File: src/rtl/pq_sort_client.sv
// Batch sorter front-end for a max priority queue: pushes an input batch into the
// queue, then pops it back out as a descending stream tagged with a last marker.
module pq_sort_client #(
    parameter int unsigned DATA_WIDTH = 8,
    parameter int unsigned PQ_DEPTH   = 8,
    parameter int unsigned CNT_WIDTH  = $clog2(PQ_DEPTH + 1)
) (
    input  logic                  clk,
    input  logic                  reset_n,
    input  logic [DATA_WIDTH-1:0] in_data,
    input  logic                  in_valid,
    input  logic                  in_last,
    output logic                  in_ready,
    output logic [DATA_WIDTH-1:0] pq_data,
    output logic                  pq_valid,
    output logic [1:0]            pq_op,
    input  logic                  pq_ready,
    input  logic [DATA_WIDTH-1:0] pq_result,
    input  logic                  pq_result_valid,
    output logic                  pq_result_ready,
    output logic [DATA_WIDTH-1:0] out_data,
    output logic                  out_valid,
    output logic                  out_last,
    input  logic                  out_ready,
    output logic                  busy
);

    typedef enum logic [1:0] {
        OP_NOP  = 2'b00,
        OP_PUSH = 2'b01,
        OP_POP  = 2'b10,
        OP_TOP  = 2'b11
    } pq_op_e;

    typedef enum logic {
        S_FILL  = 1'b0,
        S_DRAIN = 1'b1
    } state_e;

    localparam logic [CNT_WIDTH-1:0] DEPTH_C = CNT_WIDTH'(PQ_DEPTH);
    localparam logic [CNT_WIDTH-1:0] LAST_C  = CNT_WIDTH'(PQ_DEPTH - 1);
    localparam logic [CNT_WIDTH-1:0] ONE_C   = CNT_WIDTH'(1);

    state_e                state_q;
    logic [CNT_WIDTH-1:0]  count_q;
    logic [CNT_WIDTH-1:0]  remaining_q;
    logic [DATA_WIDTH-1:0] out_data_q;
    logic                  out_valid_q;
    logic                  out_last_q;

    pq_op_e op_c;
    logic   push_fire;
    logic   pop_fire;

    always_comb begin
        in_ready        = 1'b0;
        pq_valid        = 1'b0;
        op_c            = OP_NOP;
        pq_result_ready = 1'b0;
        case (state_q)
            S_FILL: begin
                in_ready = pq_ready && (count_q < DEPTH_C);
                if (in_ready) begin
                    op_c     = OP_PUSH;
                    pq_valid = in_valid;
                end
            end
            S_DRAIN: begin
                op_c            = OP_POP;
                pq_result_ready = !out_valid_q || out_ready;
            end
            default: ;
        endcase
    end

    assign push_fire = in_valid && in_ready;
    assign pop_fire  = pq_result_ready && pq_result_valid;

    assign pq_op     = op_c;
    assign pq_data   = in_data;
    assign out_data  = out_data_q;
    assign out_valid = out_valid_q;
    assign out_last  = out_last_q;
    assign busy      = (state_q == S_DRAIN) || (count_q != '0);

    always_ff @(posedge clk or negedge reset_n) begin
        if (!reset_n) begin
            state_q     <= S_FILL;
            count_q     <= '0;
            remaining_q <= '0;
            out_data_q  <= '0;
            out_valid_q <= 1'b0;
            out_last_q  <= 1'b0;
        end else begin
            // A pop in the same cycle below overrides this consume-side clear.
            if (out_valid_q && out_ready) begin
                out_valid_q <= 1'b0;
            end
            case (state_q)
                S_FILL: begin
                    if (push_fire) begin
                        if (in_last || (count_q == LAST_C)) begin
                            state_q     <= S_DRAIN;
                            remaining_q <= count_q + ONE_C;
                            count_q     <= '0;
                        end else begin
                            count_q <= count_q + ONE_C;
                        end
                    end
                end
                S_DRAIN: begin
                    if (pop_fire) begin
                        out_data_q  <= pq_result;
                        out_valid_q <= 1'b1;
                        out_last_q  <= (remaining_q == ONE_C);
                        remaining_q <= remaining_q - ONE_C;
                        if (remaining_q == ONE_C) begin
                            state_q <= S_FILL;
                        end
                    end
                end
                default: state_q <= S_FILL;
            endcase
        end
    end

endmodule

File: config.mk
export PLATFORM = sky130hd
export DESIGN_NAME = pq_sort_client
export DESIGN_NICKNAME = d
export VERILOG_FILES = /design/src/rtl/pq_sort_client.sv
export SDC_FILE = /design/constraint.sdc
export NUM_CORES = 1
export LEC_CHECK = 0
export BUFFER_PORTS_ARGS = -buffer_cell sky130_fd_sc_hd__buf_2
export CAP_MARGIN = 20
export CORE_MARGIN = 2
export CORE_UTILIZATION = 46
export DETAILED_ROUTE_END_ITERATION = 12
export PLACE_DENSITY = 0.86
export SYNTH_ARGS = -nofsm -noshare
export SYNTH_HDL_FRONTEND = slang
export SYNTH_SLANG_ARGS = --single-unit
export TNS_END_PERCENT = 5
File: constraint.sdc
create_clock -name clk -period 1.8 [get_ports clk]
set_input_delay 0.18 -clock clk [delete_from_list [all_inputs] [get_ports clk]]
set_output_delay 0.18 -clock clk [all_outputs]
set_load 0.05 [all_outputs]
==> results of run 1 <==
[cells by family after synthesis]
family | after synthesis | synth area share, %
compound gates | 16 | 12.36
xor+xnor | 1 | 0.8011
fa+ha+maj | 4 | 4.577
buf+inv | 17 | 10.30
flops | 19 | 43.48
mux | 10 | 10.07
simple gates | 28 | 18.42
[cell type report]
| type | count | share of cell area [%] |
|---|---|---|
| Clock buffer | 4 | 2.057 |
| Inverter | 5 | 1.665 |
| Multi-Input combinational cell | 59 | 41.23 |
| Sequential cell | 19 | 37.22 |
| Tap cell | 28 | 2.742 |
| Timing Repair Buffer | 34 | 15.08 |
[cell usage in the layout (no fill, tap or decap), types with 2 or more instances in the layout]
cell,Yosys,final
a221oi_2,2,2
dfrtp_1,19,19
nor3_1,2,2
mux2_2,8,8
ha_1,4,3
inv_1,4,3
buf_2,1,29
mux2i_1,2,2
a21o_1,2,2
clkbuf_4,0,3
a31o_2,2,2
buf_4,10,3
nor2_1,4,4
and2_1,2,2
o21ai_0,4,4
nand2_1,6,6
[stage by stage]
step	cells	setup TNS [ps]	worst slack (ps)	power (mW)
2_1_floorplan	95	0	21.20	1.946
3_3_place_gp	142	0	378.3	2.143
3_5_place_dp	142	0	325.6	2.187
4_1_cts	147	0	7.838	2.415
5_1_grt	149	-4.729	-4.729	2.655
6_report	149	0	64.88	2.486
[power by group through the flow]
stage               Clock (mW)  Combinational, mW  Sequential [mW]
floorplan                    0              0.824             1.12
global placement             0               1.38            0.760
detailed placement           0               1.41            0.779
CTS                      0.220               1.43            0.769
global route             0.239               1.61            0.808
finish                   0.216               1.50            0.770
[sequential cells by signal, indices dropped and copies added (netlist names)]
register / flops
count_q: 4
out_data: 8
out_last: 1
out_valid: 1
remaining_q: 4
state_q: 1
[per-layer routing]
layer	vias up	GRT usage [%]	part of all wire [%]
met1	381	21.34	42
li1	386	-	-
met5	-	0	0
met3	6	4.000	6.5
met2	37	31.04	50
met4	0	6.838	1.1
[worst paths after layout]
check / slack, ps / endpoint / startpoint / depth (start not counted)
worst min-delay path: 100 / out_data[3] / pq_result[3] / 2
worst max-delay path: 60 / busy / count_q[0] / 4
min in group asynchronous: 330 / state_q / reset_n / 2
max in group asynchronous: 1160 / remaining_q[1] / reset_n / 2
worst min register to register: 510 / out_data[3] / out_data[3] / 1
worst max register to register: 260 / remaining_q[3] / count_q[0] / 5
[worst max-delay path: cells and delay by family (launching register included)]
kind | cells | cell delay [ps]
adder cells (fa/ha/maj) | 1 | 130
buffers and inverters | 2 | 270
flip-flops | 1 | 410
AND/OR/NAND/NOR | 1 | 450
[repair_timing]
| action | CTS | global route |
|---|---|---|
| hold buffers | 1 | 0 |
| buffers inserted | 0 | 2 |
| resized for setup | 1 | 6 |
| endpoints found under the hold margin | 19 | 0 |
| gates cloned | 0 | 0 |
| setup endpoints to repair | 1 | 1 |
==> results.toml, run 1 <==
[synthesis]
synth_top_area_share_pct = 43.48
synth_nets = 122
synth_cells = 95
netlist_top_cells_count = "dfrtp_1, buf_4, mux2_2"
avgSynthCellArea_um2 = 11.51
yosysMostFrequentCell = "dfrtp_1"
synthesis.area_um2 = 1094
yosys_warnings = 0
netlist_top_cells_area = "dfrtp_1, mux2_2, buf_4, ha_1, a221oi_2"
async_reset_ff_share_pct = 100.0
ys_seq_area_share_pct = 43.48
synth.ff_latch_count = 19
yosys.area.top_type = "dfrtp_1"
synth-edff-count = 0
synth-main-ff-cell = "dfrtp_1"
synth_cell_type_count = 37

[floorplanning]
die_w_um = 52.76
num_rows = 17
die-area_um2 = 2783
start_util_pct = 48.96
die_h_um = 52.76
core-area_um2 = 2233
io_pins = 47

[detailed_routing]
via_per_inst = 5.436
first_iter_violations = 12
final_antenna_net_count = 0
detail_route.wl_per_cell_um = 14.26
dr.pass1.iters = 4
finalWirelength_um = 2125
drc = 0
vias = 810

[run_status]
status = "completed"

[pwr]
clkPwrFrac_pct = 8.7
cellPowerDensity_nw_per_um2 = 1946
seq_power_share_pct = 31.0
irDropWorstVdd_v = 0.001345
p_leak_nw = 0.6190
sw_frac_of_total_pct = 50.60
combPwrFrac_pct = 60.3
netSwitchingPower_mw = 1.258
power.internal_mw = 1.228

[worst_setup_path]
path_cells = "inv_2, ha_4, or4b_4, buf_8"
slowest_stage = "or4b_4"
path_class = "reg2out"
startpoint_type = "flop"
endpoint_kind = "output pin"
crit_path_max_fanout = 4
crit_arrival_ps = 1560
required_ps = 1620
max_stage_delay_ps = 450

[clock_tree]
cts_buffers = 3
clk_pin_slew_ps = 110
root_buffer = "clkbuf_4"
clk_path_buf_depth = 2
htree_levels = 1
cts_tree = "done"
clock_sinks = 19
clk_latency_ps = 300

[sta]
period_share_pct = 96.40
hold_viol = 0
worst_pin_slew_ps = 421.4
slew_headroom_pct = 71.91
max_freq_ghz = 0.5763
skew_ps = 8.924
setup_viol = 0
fin_crit_ps = 1735
maxSlewViolCount = 0
holdWs_ps = 103.2

[final_layout]
drive_gt1_share_pct = 48.76
syn_to_final_growth_pct = 16.82
fin_util_pct = 57.20
final_nets = 149
seqCellArea_um2 = 475.5
multi_input_area_um2 = 526.8
final_cell_area_um2 = 1277
fillers = 208
antenna_cells = 0

[grt]
grt_pass1_vias = 858
grt_pass1_wl_um = 3677
track_usage_pct = 17.90
antenna_found_initial = 0
grt_max_degree = 20
overflow = 0

[worst_hold_path]
hold_class = "in2reg"

[placed_design]
gp_congestion = 0.8747
numPortBuffers = 30
dpl_cell_area_um2 = 1200
dp.final_hpwl_um = 1630

[flow_run]
drv_cap = 0
No activity file was read; power rests on OpenSTA's default activity.
==> run 2, diff against run 1 <==
--- a/config.mk
+++ b/config.mk
@@ -8,9 +8,10 @@
 export BUFFER_PORTS_ARGS = -buffer_cell sky130_fd_sc_hd__buf_2
 export CAP_MARGIN = 20
 export CORE_MARGIN = 2
-export CORE_UTILIZATION = 46
+export CORE_UTILIZATION = 48
+export CTS_BUF_LIST = sky130_fd_sc_hd__clkbuf_8
 export DETAILED_ROUTE_END_ITERATION = 12
-export PLACE_DENSITY = 0.86
+export PLACE_DENSITY = 0.89
 export SYNTH_ARGS = -nofsm -noshare
 export SYNTH_HDL_FRONTEND = slang
 export SYNTH_SLANG_ARGS = --single-unit
==> run 2 against run 1 <==
First-iteration DRC count fell by 8.3%; global-route usage fell by 1.1 points; hold slack improved by 48 ps.
==> results.toml, run 2 (synthesized netlist as in run 1, its figures left out) <==
[grt]
grt_max_degree = 20
grt_pass1_wl_um = 3346
grt_pass1_vias = 781
track_usage_pct = 16.83
antenna_found_initial = 0
overflow = 0

[pwr]
combPwrFrac_pct = 56.0
seq_power_share_pct = 31.9
power.internal_mw = 1.220
p_leak_nw = 0.6091
cellPowerDensity_nw_per_um2 = 1973
p_total_mw = 2.471
sw_frac_of_total_pct = 50.64
netSwitchingPower_mw = 1.251
irDropWorstVdd_v = 0.001293
clkPwrFrac_pct = 12.1

[floorplanning]
io_pins = 47
start_util_pct = 49.91
die-area_um2 = 2676
die_h_um = 51.73
core-area_um2 = 2191
die_w_um = 51.73
num_rows = 17

[worst_hold_path]
min_from = "pq_result[5]"
hold_class = "in2reg"

[clock_tree]
clock_sinks = 19
post_cts_buffers = 0
clk_pin_slew_ps = 70
cts_buffers = 3
clk_latency_ps = 260
clk_path_buf_depth = 2
root_buffer = "clkbuf_8"
htree_levels = 1
cts_tree = "done"

[final_layout]
final_cell_area_um2 = 1252
final_nets = 146
mostFrequentLayoutCells = "buf_2, dfrtp_1, mux2_2"
syn_to_final_growth_pct = 14.53
fillers = 193
largest_reg_flops = 8
seqCellArea_um2 = 476.7
drive_gt1_share_pct = 47.46
multi_input_area_um2 = 510.5
antenna_cells = 0
final_common_cell = "buf_2"
fin_util_pct = 57.17

[detailed_routing]
detail_route.wl_per_cell_um = 13.81
first_iter_violations = 11
via_per_inst = 5.445
final_antenna_net_count = 0
dr.pass1.iters = 4
drc = 0
vias = 795
finalWirelength_um = 2016

[sta]
worst_pin_slew_ps = 410.5
period_share_pct = 94.93
slew_headroom_pct = 72.63
setup_viol = 0
grt_setup_unrepaired = "no"
hold_viol = 0
maxSlewViolCount = 0
fin_crit_ps = 1709
max_freq_ghz = 0.5853
skew_ps = 4.516
fin_tns_setup_ps = 0
holdWs_ps = 151.5

[flow_run]
drv_cap = 0

[worst_setup_path]
crit_arrival_ps = 1530
crit_start = "count_q[0]"
reg2reg_from = "count_q[0]"
required_ps = 1620
path_class = "reg2out"
startpoint_type = "flop"
endpoint_kind = "output pin"
crit_path_max_fanout = 4

[placed_design]
dp.final_hpwl_um = 1554
dpl_cell_area_um2 = 1192
numPortBuffers = 30
gp_congestion = 0.8590

[run_status]
status = "completed"
run 2: cell type report:
cell class / instances / area share [%]
clock inverter: 1 / 0.3996
timing repair buffer: 31 / 12.99
sequential: 19 / 38.06
multi-input combinational: 59 / 40.76
clock buffer: 3 / 3.297
inverter: 5 / 1.698
tap: 28 / 2.797
run 2: power by group through the flow:
stage	combinational [mW]	sequential [mW]	clock [mW]
floorplan	0.824	1.12	0
global placement	1.35	0.773	0
detailed placement	1.38	0.786	0
CTS	1.38	0.781	0.311
global route	1.48	0.819	0.331
finish	1.38	0.788	0.300
run 2: per-layer routing:
layer | vias to the layer above | wire length [um] | track usage [%]
met4 | 0 | 19 | 5.263
met5 | - | 0 | 0
met1 | 380 | 861 | 19.93
li1 | 377 | - | -
met3 | 4 | 157 | 6.034
met2 | 34 | 977 | 28.42
run 2: repair_timing:
item / in CTS / in global routing
endpoints found under the setup margin: 0 / 1
resized for setup: 0 / 4
endpoints found under the hold margin: 19 / 0
hold buffers: 1 / 0
run 2: stage by stage:
step	instances	setup WS (ps)
2_1_floorplan	95	21.20
3_3_place_gp	141	301.3
3_5_place_dp	141	210.1
4_1_cts	146	17.31
5_1_grt	146	23.57
6_report	146	91.33
run 2: path summary, 6_finish.rpt:
check                      depth (start not counted)             end  slack, ps
min reg2reg                                        1     out_data[2]        510
max in group asynchronous                          2         state_q       1120
max                                                4            busy         90
min                                                2     out_data[5]        150
min in group asynchronous                          2      count_q[3]        370
max reg2reg                                        4  remaining_q[3]        320
run 2: worst max-delay path, cell delays in order, from the launching register on:
cell	delay, ps
dfrtp_1	400
inv_2	90
ha_1	130
or4b_1	440
buf_4	210
